`src/rtl/text_banner_ctrl.sv`:
```
// text_banner_ctrl: maps each pixel onto a banner character slot and drives the shared
// glyph origin, while a frame-counted FSM shows, blinks and finally clears the banner.
module text_banner_ctrl #(
    parameter int NUM_CHARS     = 4,
    parameter int CHAR_W        = 26,
    parameter int CHAR_H        = 40,
    parameter int CHAR_GAP      = 6,
    parameter int BASE_Y        = 200,
    parameter int SHOW_FRAMES   = 180,
    parameter int BLINK_PERIOD  = 15,
    parameter int BLINK_TOGGLES = 6
) (
    input  logic        i_clk,
    input  logic        i_rst_n,
    input  logic [9:0]  i_x,
    input  logic [9:0]  i_y,
    input  logic        i_frame_tick,
    input  logic        i_start,
    input  logic [2:0]  i_msg_len,
    input  logic [9:0]  i_center_x,
    output logic [31:0] o_start_x,
    output logic [31:0] o_start_y,
    output logic [1:0]  o_slot_idx,
    output logic        o_slot_valid,
    output logic        o_busy,
    output logic        o_done
);
    localparam int PITCH = CHAR_W + CHAR_GAP;

    typedef enum logic [1:0] {
        S_IDLE,
        S_SHOW,
        S_BLINK
    } state_t;

    state_t        r_state, w_stateNext;
    logic [15:0]   r_frameCnt, w_frameCntNext;
    logic [7:0]    r_toggleCnt, w_toggleCntNext;
    logic          r_visible, w_visibleNext;
    logic          r_done, w_doneNext;
    logic [9:0]    r_left, w_leftNext;
    logic [2:0]    r_len, w_lenNext;

    logic          w_startOk;
    logic [10:0]   w_span;
    logic [10:0]   w_half;
    logic signed [10:0] w_leftS;
    logic [9:0]    w_leftClamped;

    logic [10:0]          w_slotLo [NUM_CHARS];
    logic [NUM_CHARS-1:0] w_slotHit;
    logic                 w_yIn;
    logic                 w_pixValid;
    logic [1:0]           w_hitIdx;
    logic [10:0]          w_hitX;

    logic [31:0]   r_startX;
    logic [31:0]   r_startY;
    logic [1:0]    r_slotIdx;
    logic          r_slotValid;

    assign w_startOk = i_start && (i_msg_len != 3'd0) &&
                       ({29'd0, i_msg_len} <= 32'(NUM_CHARS));

    // Banner width excludes the trailing gap; a left edge that would fall off screen pins to 0.
    assign w_span        = 11'(i_msg_len) * 11'(PITCH) - 11'(CHAR_GAP);
    assign w_half        = w_span >> 1;
    assign w_leftS       = $signed({1'b0, i_center_x}) - $signed(w_half);
    assign w_leftClamped = w_leftS[10] ? 10'd0 : w_leftS[9:0];

    always_ff @(posedge i_clk or negedge i_rst_n) begin
        if (!i_rst_n) begin
            r_state     <= S_IDLE;
            r_frameCnt  <= '0;
            r_toggleCnt <= '0;
            r_visible   <= 1'b0;
            r_done      <= 1'b0;
            r_left      <= '0;
            r_len       <= '0;
        end else begin
            r_state     <= w_stateNext;
            r_frameCnt  <= w_frameCntNext;
            r_toggleCnt <= w_toggleCntNext;
            r_visible   <= w_visibleNext;
            r_done      <= w_doneNext;
            r_left      <= w_leftNext;
            r_len       <= w_lenNext;
        end
    end

    // A valid start overrides any counter expiry in the same cycle and never produces done.
    always_comb begin
        w_stateNext     = r_state;
        w_frameCntNext  = r_frameCnt;
        w_toggleCntNext = r_toggleCnt;
        w_visibleNext   = r_visible;
        w_doneNext      = 1'b0;
        w_leftNext      = r_left;
        w_lenNext       = r_len;
        if (w_startOk) begin
            w_stateNext     = S_SHOW;
            w_frameCntNext  = '0;
            w_toggleCntNext = '0;
            w_visibleNext   = 1'b1;
            w_leftNext      = w_leftClamped;
            w_lenNext       = i_msg_len;
        end else begin
            case (r_state)
                S_IDLE: begin
                    w_visibleNext = 1'b0;
                end
                S_SHOW: begin
                    if (i_frame_tick) begin
                        if (r_frameCnt == 16'(SHOW_FRAMES - 1)) begin
                            w_stateNext     = S_BLINK;
                            w_frameCntNext  = '0;
                            w_toggleCntNext = '0;
                        end else begin
                            w_frameCntNext = r_frameCnt + 16'd1;
                        end
                    end
                end
                S_BLINK: begin
                    if (i_frame_tick) begin
                        if (r_frameCnt == 16'(BLINK_PERIOD - 1)) begin
                            w_frameCntNext  = '0;
                            w_visibleNext   = ~r_visible;
                            w_toggleCntNext = r_toggleCnt + 8'd1;
                            if (r_toggleCnt == 8'(BLINK_TOGGLES - 1)) begin
                                w_stateNext     = S_IDLE;
                                w_visibleNext   = 1'b0;
                                w_toggleCntNext = '0;
                                w_doneNext      = 1'b1;
                            end
                        end else begin
                            w_frameCntNext = r_frameCnt + 16'd1;
                        end
                    end
                end
                default: begin
                    w_stateNext   = S_IDLE;
                    w_visibleNext = 1'b0;
                end
            endcase
        end
    end

    // Slot bounds stay 11 bits wide so edges beyond column 1023 can never alias onto x.
    for (genvar k = 0; k < NUM_CHARS; k++) begin : g_slot
        assign w_slotLo[k]  = {1'b0, r_left} + 11'(k * PITCH);
        assign w_slotHit[k] = (3'(k) < r_len) &&
                              ({1'b0, i_x} >= w_slotLo[k]) &&
                              ({1'b0, i_x} < (w_slotLo[k] + 11'(CHAR_W)));
    end

    assign w_yIn = (i_y >= 10'(BASE_Y)) && (i_y < 10'(BASE_Y + CHAR_H));

    always_comb begin
        w_hitIdx = '0;
        w_hitX   = '0;
        for (int k = 0; k < NUM_CHARS; k++) begin
            if (w_slotHit[k]) begin
                w_hitIdx = 2'(k);
                w_hitX   = w_slotLo[k];
            end
        end
    end

    assign w_pixValid = (|w_slotHit) && w_yIn && r_visible;

    always_ff @(posedge i_clk or negedge i_rst_n) begin
        if (!i_rst_n) begin
            r_startX    <= '0;
            r_startY    <= '0;
            r_slotIdx   <= '0;
            r_slotValid <= 1'b0;
        end else begin
            r_slotValid <= w_pixValid;
            r_startX    <= w_pixValid ? {21'd0, w_hitX} : 32'd0;
            r_startY    <= w_pixValid ? 32'(BASE_Y) : 32'd0;
            r_slotIdx   <= w_pixValid ? w_hitIdx : 2'd0;
        end
    end

    assign o_start_x    = r_startX;
    assign o_start_y    = r_startY;
    assign o_slot_idx   = r_slotIdx;
    assign o_slot_valid = r_slotValid;
    assign o_busy       = (r_state != S_IDLE);
    assign o_done       = r_done;

endmodule

```
`config.mk`:
```
export PLATFORM = sky130hd
export DESIGN_NAME = text_banner_ctrl
export DESIGN_NICKNAME = d
export VERILOG_FILES = /design/src/rtl/text_banner_ctrl.sv
export SDC_FILE = /design/constraint.sdc
export NUM_CORES = 1
export LEC_CHECK = 0
export CAP_MARGIN = 20
export CELL_PAD_IN_SITES_DETAIL_PLACEMENT = 1
export CELL_PAD_IN_SITES_GLOBAL_PLACEMENT = 1
export CORE_ASPECT_RATIO = 1.75
export CORE_MARGIN = 8
export CORE_UTILIZATION = 39
export DETAILED_ROUTE_END_ITERATION = 16
export PLACE_DENSITY = 0.84
export SYNTH_ARGS = -nofsm -noshare
export SYNTH_HDL_FRONTEND = slang
export SYNTH_SLANG_ARGS = --single-unit
export TNS_END_PERCENT = 5
```
`constraint.sdc`:
```
create_clock -name i_clk -period 4.6 [get_ports i_clk]
set_input_delay 1.38 -clock i_clk [delete_from_list [all_inputs] [get_ports i_clk]]
set_output_delay 1.38 -clock i_clk [all_outputs]
set_load 0.05 [all_outputs]
```
# Yosys cells after proc, flatten, opt, wreduce, memory -nomap -nowiden
# Cells that the tools add are included.
[totals]
output_inout_bits = 69
word_cells = 113
inputBits = 37
regBits = 63
[classes]
addsub = 11
eq_ne = 12
bitwise_logic = 1
n_mux = 41
order_cmp = 15
reduce_logical = 22
[op_table]
columns = ["operator", "count"]
rows = [
  ["$mux W16", 5],
  ["$mux W8", 7],
  ["$lt A10 B11 Y1", 4],
  ["$mux W11", 4],
  ["$add A11 B5 Y11 const B", 3],
  ["$ge A10 B11 Y1", 3],
  ["$pmux W16 S2", 1],
  ["$add A10 B7 Y11 const B", 2],
  ["$mux W10", 2],
  ["$mux W2", 9],
  ["$add A16 B1 Y16 const B", 1],
  ["$eq A16 B4 Y1 const B", 1],
  ["$eq A16 B8 Y1 const B", 1],
  ["$pmux W8 S2", 1],
  ["$ne A3 B3 Y1 const B", 5],
  ["$logic_and A1 B1 Y1", 13],
  ["$add A10 B5 Y11 const B", 1],
  ["$add A10 B6 Y11 const B", 1],
  ["$sub A10 B10 Y11", 1],
  ["$ge A10 B10 Y1", 1],
  ["$ge A10 B8 Y1 const B", 1],
  ["$lt A10 B8 Y1 const B", 1],
  ["$mux W1", 10],
  ["$sub A8 B3 Y9 const B", 1],
  ["18 further kinds", 23],
]

# Logic depth before layout (Yosys ltp)
[depth]
depth_word = 8
mapped_depth = 17
mapped_depth_nobuf = 16

# Worst setup path after synthesis
# Ideal clock, no wire load.
[synth_timing]
path_kind = "register to register"
from = "reg r_left[6]"
to = "reg r_startX[6] (netlist: o_start_x[6])"
required_ns = 4.476
slack_ns = 0.775
path_stages_with_launch = 18
setup_ns = 0.124
synth_period_minus_slack_ns = 3.825
arrival_ns = 3.701
path_buffers = 1
cell_sequence = "dfrtp_1 -> inv_1 -> ha_1 -> a21oi_1 -> xnor2_1 -> inv_1 -> nor3_1 -> xnor2_1 -> ha_1 -> and4_1 -> a221oi_1 -> o21ai_0 -> o21a_1 -> or3_1 -> buf_2 -> nand4_1 -> o21ai_0 -> o31a_1"
[synth_between]
elab_chain_cells = 8
word_cells_on_any_way = 31
classes_between = "7 x add/sub; 8 x order compare; 5 x mux; 11 x reduce/logical"
[synth_lines]
columns = ["element", "line", "text"]
rows = [
  ["from (decl)", "41", "logic [9:0] r_left, w_leftNext;"],
  ["from (signal assigned)", "86", "r_left <= w_leftNext;"],
  ["$add A10 B6 Y11, or another cell as far along", "150", "assign w_slotLo[k] = {1'b0, r_left} + 11'(k * PITCH);"],
  ["$add A11 B5 Y11, or another cell as far along", "153", "({1'b0, i_x} < (w_slotLo[k] + 11'(CHAR_W)));"],
  ["$lt A10 B11 Y1, or another cell as far along", "153", ""],
  ["$logic_and A1 B1 Y1 / $mux W10 (equally long branches)", "152, 162", ""],
  ["$mux W11 / $reduce_or A4 Y1 (equally long branches)", "162, 169", ""],
  ["$mux W11 / $logic_and A1 B1 Y1 (equally long branches) (2 in series)", "162, 169", ""],
  ["$mux W11 *", "179", "r_startX <= w_pixValid ? {21'd0, w_hitX} : 32'd0;"],
  ["to (signal assigned)", "179", ""],
  ["to (decl)", "57", "logic [31:0] r_startX;"],
]
# Mark *: on every way between the ends. The rest lies on a longest branch, timed or not.
# A chain may end at the register's enable or synchronous reset.

# Worst setup path in the final report
# Same ends and word-level chain as after synthesis.

==> run metrics <==
status finished clean; Stages on worst setup path 16; Hold Path Stages 1; uppermost layer routed met4; sw frac 44.6%; Worst slew margin 39.3%; Synth Flop Type dfrtp_1; Setup TNS Final 0 ns; Layout area overhead 16.1%; post-synth cell types between 60 and 70; Final Skew between 0.006 and 0.007 ns; Flop pwr share 28.6%; Reg2Reg Launch Point r_left[6]$_DFFE_PN0P_; CP endpoint o_start_x[6]$_DFF_PN0_; final setup fails 0; htree depth 2; CTS tree built; Max IR drop VDD 0.230 mV; CP Buf/Inv Count 2; port buffer count 52; synthesis-stage register bit count 55; CP arrival 4.51 ns; post-route clock period utilization around 94%; register area share after synthesis 27.1%; non-filler cells, final 836; Gate power share between 50 and 60%; WL final 15.6 mm; DR WL/cell 18.7 um; minimum clock period 4.33 ns; Internal 1.14 mW; via count 4552; Ys Warns 0; dpl ws roughly 0.11 ns; via count of the first global-routing pass slightly above 5000; Die Ht 167 um; Post-CTS Setup Repair Bufs 0; Max Cap Violations 0; PwrDens 347 mW/mm^2; FF-to-FF End o_start_x[6]$_DFF_PN0_; Post-synth EDFFs 0; Req. time, crit path between 4 and 5 ns; most frequent cells in the layout ha_1, nand2_1, dfrtp_1, conb_1, clkdlybuf4s50_1; initial antenna violation count 0; cells after synthesis between 500 and 600; Hold/Removal Path Class register to register; path depth of the worst reg2reg path 16; First-pass DRT Iterations 4; Mapped Avg Cell Area 8.52 sq um; Worst Setup SP r_left[6]$_DFFE_PN0P_; Final Hold Vio Count 0; Longest Clk Path Bufs 2; Clk pwr share 19.1%; clk sinks 55; delay-heaviest family, CP compound AO/OA/AOI/OAI gates; R2R setup slack roughly 0.27 ns; RSZ-0062 raised after global routing false; GPL Wtd Cong 0.915; Top-Level Pins 106; met1 wire length 5.34 mm; die area 0.0171 sq mm; TritonCTS buffer count 5; crit start category register; CP Max Fanout 11; first-pass GRT wire length 25.4 mm; WL met2 9.00 mm; Initial Util 39.5%; clk_lat worst skew approximately 0.3 ns; dpl hpwl 12.9 mm; CP Cell Sequence buf_4, ha_1, a21oi_1, xnor2_1, inv_1, nor3_1, xnor2_1, ha_1, and4_1, a221oi_1, o21ai_0, o21a_1, or3_1, nand4_1, o21ai_0, o31a_1; drt drc 0; Crit Path Class register to register; Die W roughly 100 um; WHS ~0.54 ns; P_sw 913 uW; Final Net Count approximately 770; Pins Over Slew Limit 0; Layout fillers 1585; Inserted Diodes 0; largest net degree at the start of global routing 47; CP max-delay cell or3_1; GRT Util Overall 18.8%; Synth Cell Area 0.00509 sq mm; largest stage delay on the critical path 0.53 ns; worst-margin pin slew about 0.9 ns; Synth async-reset ratio 100%; final setup margin ~0.27 ns; layout cells sized above 1 about 8%; metal3 WL about 480 um; root buffer cell clkbuf_16; crit end category register; Row Count 55; Worst-path clk slew 0.07 ns; Pleak 2.67 nW; most common cell after layout, fill and taps aside ha_1; Starting DRT DRC Count 103; placed instance count 827; Core Area 0.0129 sq mm; Max Freq 0.231 GHz; post-CTS sizing 0; vias per std cell around 5.4; GRT Residual Overflow 0; Final ANT Viol Nets 0; CTS hold repair buffers 0
[synthesized netlist by cell type (9+ instances only)]
| master | number | area share, % |
|---|---|---|
| nand4_1 | 10 | 1.2 |
| dfrtp_1 | 55 | 27 |
| nand3_1 | 17 | 1.7 |
| inv_1 | 26 | 1.9 |
| ha_1 | 68 | 17 |
| xnor2_1 | 22 | 3.8 |
| nand2_1 | 55 | 4.1 |
| nor3_1 | 18 | 1.8 |
| o31ai_1 | 12 | 1.8 |
| o21ai_0 | 44 | 4.3 |
| nor2_1 | 44 | 3.2 |
| buf_4 | 55 | 8.1 |
| clkbuf_1 | 9 | 0.66 |
| xor2_1 | 14 | 2.4 |
| a21oi_1 | 27 | 2.7 |
| nand2b_1 | 9 | 1.1 |
[per-stage QoR]
stage	utilization, %	power [mW]	cell area, sq um
global route	45.9	2.19	5900
global placement	44.6	1.58	5740
detailed placement	44.6	1.65	5740
floorplan	-	1.36	5270
finish	45.9	2.05	5900
CTS	45.7	2.06	5880
[power by group through the flow]
stage / Sequential, mW / Combinational, mW / Clock (mW)
2_1_floorplan: 0.571 / 0.787 / 0
3_3_place_gp: 0.588 / 0.988 / 0
3_5_place_dp: 0.592 / 1.06 / 0
4_1_cts: 0.583 / 1.07 / 0.403
5_1_grt: 0.591 / 1.17 / 0.423
6_report: 0.586 / 1.07 / 0.392
[worst min path at each step]
stage	startpoint	slack [ns]	endpoint
after detailed placement	r_frameCnt[14]$_DFFE_PN0P_	0.52	r_frameCnt[14]$_DFFE_PN0P_
after global routing	r_frameCnt[14]$_DFFE_PN0P_	0.57	r_frameCnt[14]$_DFFE_PN0P_
final	r_frameCnt[14]$_DFFE_PN0P_	0.54	r_frameCnt[14]$_DFFE_PN0P_
after floorplan	r_left[0]$_DFFE_PN0P_	0.47	r_left[0]$_DFFE_PN0P_
after CTS	r_frameCnt[14]$_DFFE_PN0P_	0.54	r_frameCnt[14]$_DFFE_PN0P_
after global placement	r_len[0]$_DFFE_PN0P_	0.50	r_len[0]$_DFFE_PN0P_
[registers in the layout, summed over array words and instances (netlist names)]
| register | flops |
|---|---|
| r_left | 10 |
| o_start_y | 1 |
| r_visible | 1 |
| r_frameCnt | 16 |
| r_toggleCnt | 8 |
| o_slot_idx | 2 |
| o_done | 1 |
| r_state | 2 |
| r_len | 3 |
| o_start_x | 11 |
[cell type report]
cell class | instances | area, sq um | area share, %
inverters | 28 | 110 | 1.87
repair buffers | 80 | 751 | 12.7
well taps | 171 | 214 | 3.62
clock inverters | 3 | 22.5 | 0.382
clock buffers | 5 | 125 | 2.12
flip-flops and latches | 55 | 1380 | 23.3
multi-input cells | 494 | 3300 | 56.0
[cells by family (layout without fill, tap and decap cells)]
family,Yosys count,after routing,share of synthesized area [%]
other cells,1,51,0.0737
buf+inv,98,116,11.7
mux,2,2,0.443
fa+ha+maj,68,68,16.7
compound gates,134,134,17.4
simple gates,201,201,19.8
flops,55,55,27.1
xor+xnor,38,38,6.84
[per-layer routing]
layer | global-route usage, % | up-vias
li1 | - | 2152
met1 | 17.5 | 2247
met2 | 36.5 | 106
met3 | 2.25 | 47
met4 | 11.1 | 0
met5 | 0 | -
Power figures use the tool's default switching activity.
==> patch 1, RTL diff (config.mk and constraints unchanged) <==
Set the parameter `NUM_CHARS` to 8 (it was 4).
--- a/src/rtl/text_banner_ctrl.sv
+++ b/src/rtl/text_banner_ctrl.sv
@@ -1,7 +1,7 @@
 // text_banner_ctrl: maps each pixel onto a banner character slot and drives the shared
 // glyph origin, while a frame-counted FSM shows, blinks and finally clears the banner.
 module text_banner_ctrl #(
-    parameter int NUM_CHARS     = 4,
+    parameter int NUM_CHARS     = 8,
     parameter int CHAR_W        = 26,
     parameter int CHAR_H        = 40,
     parameter int CHAR_GAP      = 6,
Function: changed (Yosys sat finds a counterexample within 4 cycles, from zero or initial values and one cycle with i_rst_n low).
==> patch 1 against the original RTL <==
- sequential share of layout area is 3.1 points lower
- sequential power is 4.1% lower
- core utilization is 0.16 points lower
- area after synthesis is 17% higher
- final cell count is 16% higher
- wire length is 19% higher
- worst hold slack better by 0.015 ns
- setup slack worse by 0.051 ns
- final area is 15% higher
- critical path depth is 3 lower
- global-route usage is 0.81 points higher
- power is 16% higher
- sequential cell count stayed put
- critical path type is now in2reg
- critical endpoint is now o_start_x[7]$_DFF_PN0_
- largest power group unchanged
- highest routed layer unchanged
==> patch 1: results (changes against the original RTL) <==
routed_wl_um: 18700  # +19%
ys_seq_area_share_pct: 23.2  # -3.9 points
dpl_cell_area_sq_mm: 0.00667  # +16%
outcome: "finished, final reports clean"
ctsResizeCount: 0  # unchanged
fin_skew_ns: 0.00673  # +0.000398 ns
holdPathStages: 2  # +1
slew_headroom_pct: 46.2  # +6.9 points
grt_pass1_wl_um: 30500  # +20%
post_route_cells_drive_above_1_share_pct: 7.47  # -0.65 points
r2r_slack_ns: 0.28
drtIter0Drc: 145  # +41%
arrival_ns: 4.53  # +0.02 ns
postCtsSetupBuffers: 0  # unchanged
grt_max_degree: 37  # -21%
ff2ff_path_depth: 14  # -2
finalNetCount: 919  # +20%
synth_cell_type_count: 66  # +3.1%
powerDensity_mw_per_mm2: 350  # +0.73%
dp_slack_ns: -0.0327  # -0.143 ns
hp-start: "r_frameCnt[15]$_DFFE_PN0P_"
startpoint: "i_x[1]"
synth_common_cells: "92 x ha_1, 65 x nand2_1, 55 x dfrtp_1, 54 x buf_4, 53 x nor2_1"
vias: 5527  # +21%
grt_pass1_vias: 6184  # +21%
vdd_drop_max_mv: 0.218  # -5.2%
yosys-top-cells-area: "dfrtp_1 23%, ha_1 19%, buf_4 6.8%, xnor2_1 5.5%, nand2_1 4.1%"
hold_end: "r_frameCnt[15]$_DFFE_PN0P_"
cp-endpoint: "o_start_x[7]$_DFF_PN0_"
insertedDiodeCount: 0  # unchanged
cp_max_fo: 6  # -5
grt.total_usage_pct: 19.6  # +0.81 points
routabilityCongestion: 0.979  # +7.0%
n_fill_cell: 1835  # +16%
period_needed_ns: 4.38  # +0.0506 ns
p_leak_nw: 3.12  # +17%
hpwl_um: 15400  # +19%
antenna_found_initial: 0  # unchanged
## patch 1: changes by cell type after synthesis, sizes merged, moves of 6 or more
cell,delta
nor2,+10
xor2,+7
nand2,+9
o21ai,-15
ha,+24
xnor2,+14
nand3,+9
a21oi,+6
inv,+16
## patch 1: power breakdown
group	switching (mW)	total (mW)	internal, mW
Clock	0.172	0.386	0.213
Combinational	0.874	1.43	0.561
Sequential	0.0507	0.562	0.511
Total	1.10	2.38	1.29
## patch 1: stage by stage
stage          instances  hold WS [ns]
6_report             973         0.554
5_1_grt              973         0.584
4_1_cts              973         0.560
3_5_place_dp         966         0.541
3_3_place_gp         966         0.532
2_1_floorplan        766         0.466
## patch 1: layout make-up
type	instances	area share, %
tap	183	3.36
sequential	55	20.2
timing repair buffer	89	11.6
clock inverter	1	0.0734
inverter	44	2.42
clock buffer	6	2.04
multi-input combinational	595	60.3
## patch 1: cells by family after synthesis
| logic type | Yosys count | share of synthesized area, % |
|---|---|---|
| adder cells (fa/ha/maj) | 92 | 19.4 |
| multiplexers | 3 | 0.548 |
| XOR/XNOR | 59 | 8.70 |
| buffers and inverters | 116 | 10.9 |
| AO/OA/AOI/OAI | 147 | 17.0 |
| flip-flops | 55 | 23.2 |
| AND/OR/NAND/NOR | 243 | 20.3 |
| other | 1 | 0.0631 |
## patch 1: layer usage
metal / GRT usage (%) / routed length (um)
met3: 1.87 / 610
met5: 0 / 0
met1: 19.3 / 6800
met2: 37.2 / 10100
met4: 13.0 / 1130
## patch 1: critical path, cell delays in order
cell             delay, ns
clkdlybuf4s50_1       0.44
ha_1                  0.33
nor2_1                0.05
o31ai_1               0.33
buf_4                 0.21
a21oi_1               0.06
a2111oi_0             0.40
buf_4                 0.20
a2bb2oi_2             0.34
nor2b_1               0.14
a221o_1               0.32
a41oi_1               0.21
a221oi_1              0.13
==> patch 2, RTL diff (same settings) <==
Without the edit above. Make the reset (`i_rst_n`) synchronous in 2 clocked blocks.
--- a/src/rtl/text_banner_ctrl.sv
+++ b/src/rtl/text_banner_ctrl.sv
@@ -68,7 +68,7 @@
     assign w_leftS       = $signed({1'b0, i_center_x}) - $signed(w_half);
     assign w_leftClamped = w_leftS[10] ? 10'd0 : w_leftS[9:0];
 
-    always_ff @(posedge i_clk or negedge i_rst_n) begin
+    always_ff @(posedge i_clk) begin
         if (!i_rst_n) begin
             r_state     <= S_IDLE;
             r_frameCnt  <= '0;
@@ -168,7 +168,7 @@
 
     assign w_pixValid = (|w_slotHit) && w_yIn && r_visible;
 
-    always_ff @(posedge i_clk or negedge i_rst_n) begin
+    always_ff @(posedge i_clk) begin
         if (!i_rst_n) begin
             r_startX    <= '0;
             r_startY    <= '0;
Function: differs if i_rst_n is asserted again (counterexample within 4 cycles, from zero or initial values and one cycle with i_rst_n low); with i_rst_n held inactive, the same outputs for 4 cycles.
==> patch 2 against the original RTL <==
- register-to-register slack improved by 0.19 ns
- global-route usage decreased by 1.4 points
- highest routed layer unchanged
- critical endpoint is now o_start_x[7]$_SDFF_PN0_
- area after synthesis down 7.8%
- core utilization fell by 0.93 points
- non-clock buffer count decreased by 21
- sequential cell count did not move
- clock skew fell by 0.0022 ns
- sequential share of layout area shrank 2.7 points
- final area fell by 9.6%
- setup slack improved by 0.13 ns
- wire length is 12% lower
Power is not compared: it rests on default switching activity, and its combinational part moved more than twofold at a synthesized area within 25%.
==> patch 2: results (changes against the original RTL) <==
p_sw_share_pct: 34.5
hold_path_class: "reg2reg"
yosys-top-cells-area: "dfxtp_1 23%, ha_1 18%, buf_4 8.6%, xnor2_1 6.5%, nor2_1 4.6%"
dp_slack_ns: 0.0956  # -0.0148 ns
synth_cell_type_count: 59  # -7.8%
cp_max_fo: 7  # -4
cts-buffers-inserted: 5  # unchanged
routed_wl_um: 13800  # -12%
ctsResizeCount: 0  # unchanged
hpwl_um: 11700  # -9.4%
dp_cells: 749  # -9.4%
n_fill_cell: 1439  # -9.2%
grt_pass1_wl_um: 22500  # -12%
routabilityCongestion: 0.938  # +2.5%
dpl_cell_area_sq_mm: 0.00516  # -10%
tightest_slew_ns: 0.819  # -0.0823 ns
fin_skew_ns: 0.00411  # -0.00222 ns
grt.total_usage_pct: 17.3  # -1.4 points
cts_buffer_depth: 2  # unchanged
avgSynthCellArea_sq_um: 8.27  # -2.9%
ff2ff_path_depth: 15  # -1
outcome: "finished, final reports clean"
ys.flop_type: "dfxtp_1"
vdd_drop_max_mv: 0.155
synth_common_cells: "66 x ha_1, 57 x nor2_1, 55 x dfxtp_1, 54 x buf_4, 37 x nand2_1"
p_leak_nw: 2.10
post_route_cells_drive_above_1_share_pct: 4.52  # -3.6 points
regMostFlops: "r_frameCnt"
finalNetCount: 722  # -6.1%
arrival_ns: 4.39  # -0.12 ns
grt_max_degree: 17  # -64%
worst_path_max_delay_cell: "o311ai_0"
clock_latency_ns: 0.30  # about the same
grt_pass1_vias: 4736  # -7.0%
ys_seq_area_share_pct: 23.5  # -3.6 points
wl_per_cell_um: 18.2  # -2.5%
portBuffers: 52  # unchanged
via_per_inst: 5.54  # +1.7%
cpPeakStageDelay_ns: 0.59  # +0.06 ns
antenna_found_initial: 0  # unchanged
yosysWarnings: 0  # unchanged
holdPathStages: 2  # +1
async_reset_ff_share_pct: 0  # -100 points
drtIter0Drc: 105  # +1.9%
-- patch 2: changes by cell type in the layout (fill, tap and decap cells not counted), sizes merged, moves of 11 or more --
cell and delta:
dfrtp -55, dfxtp +55, nor2 +13, o31ai -11
nand2 -19, o21ai -22, buf -22, xnor2 +12
-- patch 2: path summary, 6_finish.rpt --
path | startpoint | to | slack, ns
worst min-delay path | r_frameCnt[10]$_SDFFE_PP0P_ | r_frameCnt[10]$_SDFFE_PP0P_ | 0.52
worst max register to register | r_left[6]$_SDFFE_PN0P_ | o_start_x[7]$_SDFF_PN0_ | 0.46
worst max-delay path | i_x[0] | o_start_x[7]$_SDFF_PN0_ | 0.40
worst min register to register | r_frameCnt[10]$_SDFFE_PP0P_ | r_frameCnt[10]$_SDFFE_PP0P_ | 0.52
-- patch 2: kinds of logic (layout without fill, tap and decap cells) --
logic type	Yosys count	count (layout)	synth area share, %
other	1	51	0.0799
xor gates and xnor gates	55	55	10.4
buffers and inverters	95	98	12.3
DFF	55	55	23.5
adders and majority gates	66	66	17.6
AOI/OAI and AO/OA	116	116	17.2
muxes	1	1	0.213
and+or+nand+nor	178	178	18.7
-- patch 2: power groups by stage --
| stage | logic [mW] | clock network [mW] | registers, mW |
|---|---|---|---|
| finish | 0.446 | 0.442 | 0.501 |
| global route | 0.486 | 0.469 | 0.502 |
| CTS | 0.445 | 0.453 | 0.501 |
| detailed placement | 0.442 | 0 | 0.512 |
| global placement | 0.419 | 0 | 0.511 |
| floorplan | 0.355 | 0 | 0.505 |
-- patch 2: routing by layer --
layer | vias to the layer above | global-route usage [%] | share of wire (%)
li1 | 1998 | - | -
met1 | 2040 | 14.8 | 34
met5 | - | 0 | 0
met2 | 106 | 35.0 | 57
met3 | 48 | 2.50 | 2.7
met4 | 0 | 11.9 | 5.8
-- patch 2: cell type report --
| cell class | instances | area (sq um) | area share (%) |
|---|---|---|---|
| clock buffers | 6 | 139 | 2.60 |
| clock inverters | 2 | 35.0 | 0.657 |
| inverters | 31 | 116 | 2.18 |
| multi-input cells | 467 | 3200 | 60.0 |
| flip-flops and latches | 55 | 1100 | 20.6 |
| well taps | 137 | 171 | 3.21 |
| repair buffers | 59 | 573 | 10.7 |
-- patch 2: worst max-delay path, delay by kind of cell --
kind,cells,cell delay [ns]
buffers and inverters,3,0.63
AND/OR/NAND/NOR,1,0.14
AO/OA/AOI/OAI,6,2.01
adder cells (fa/ha/maj),1,0.21
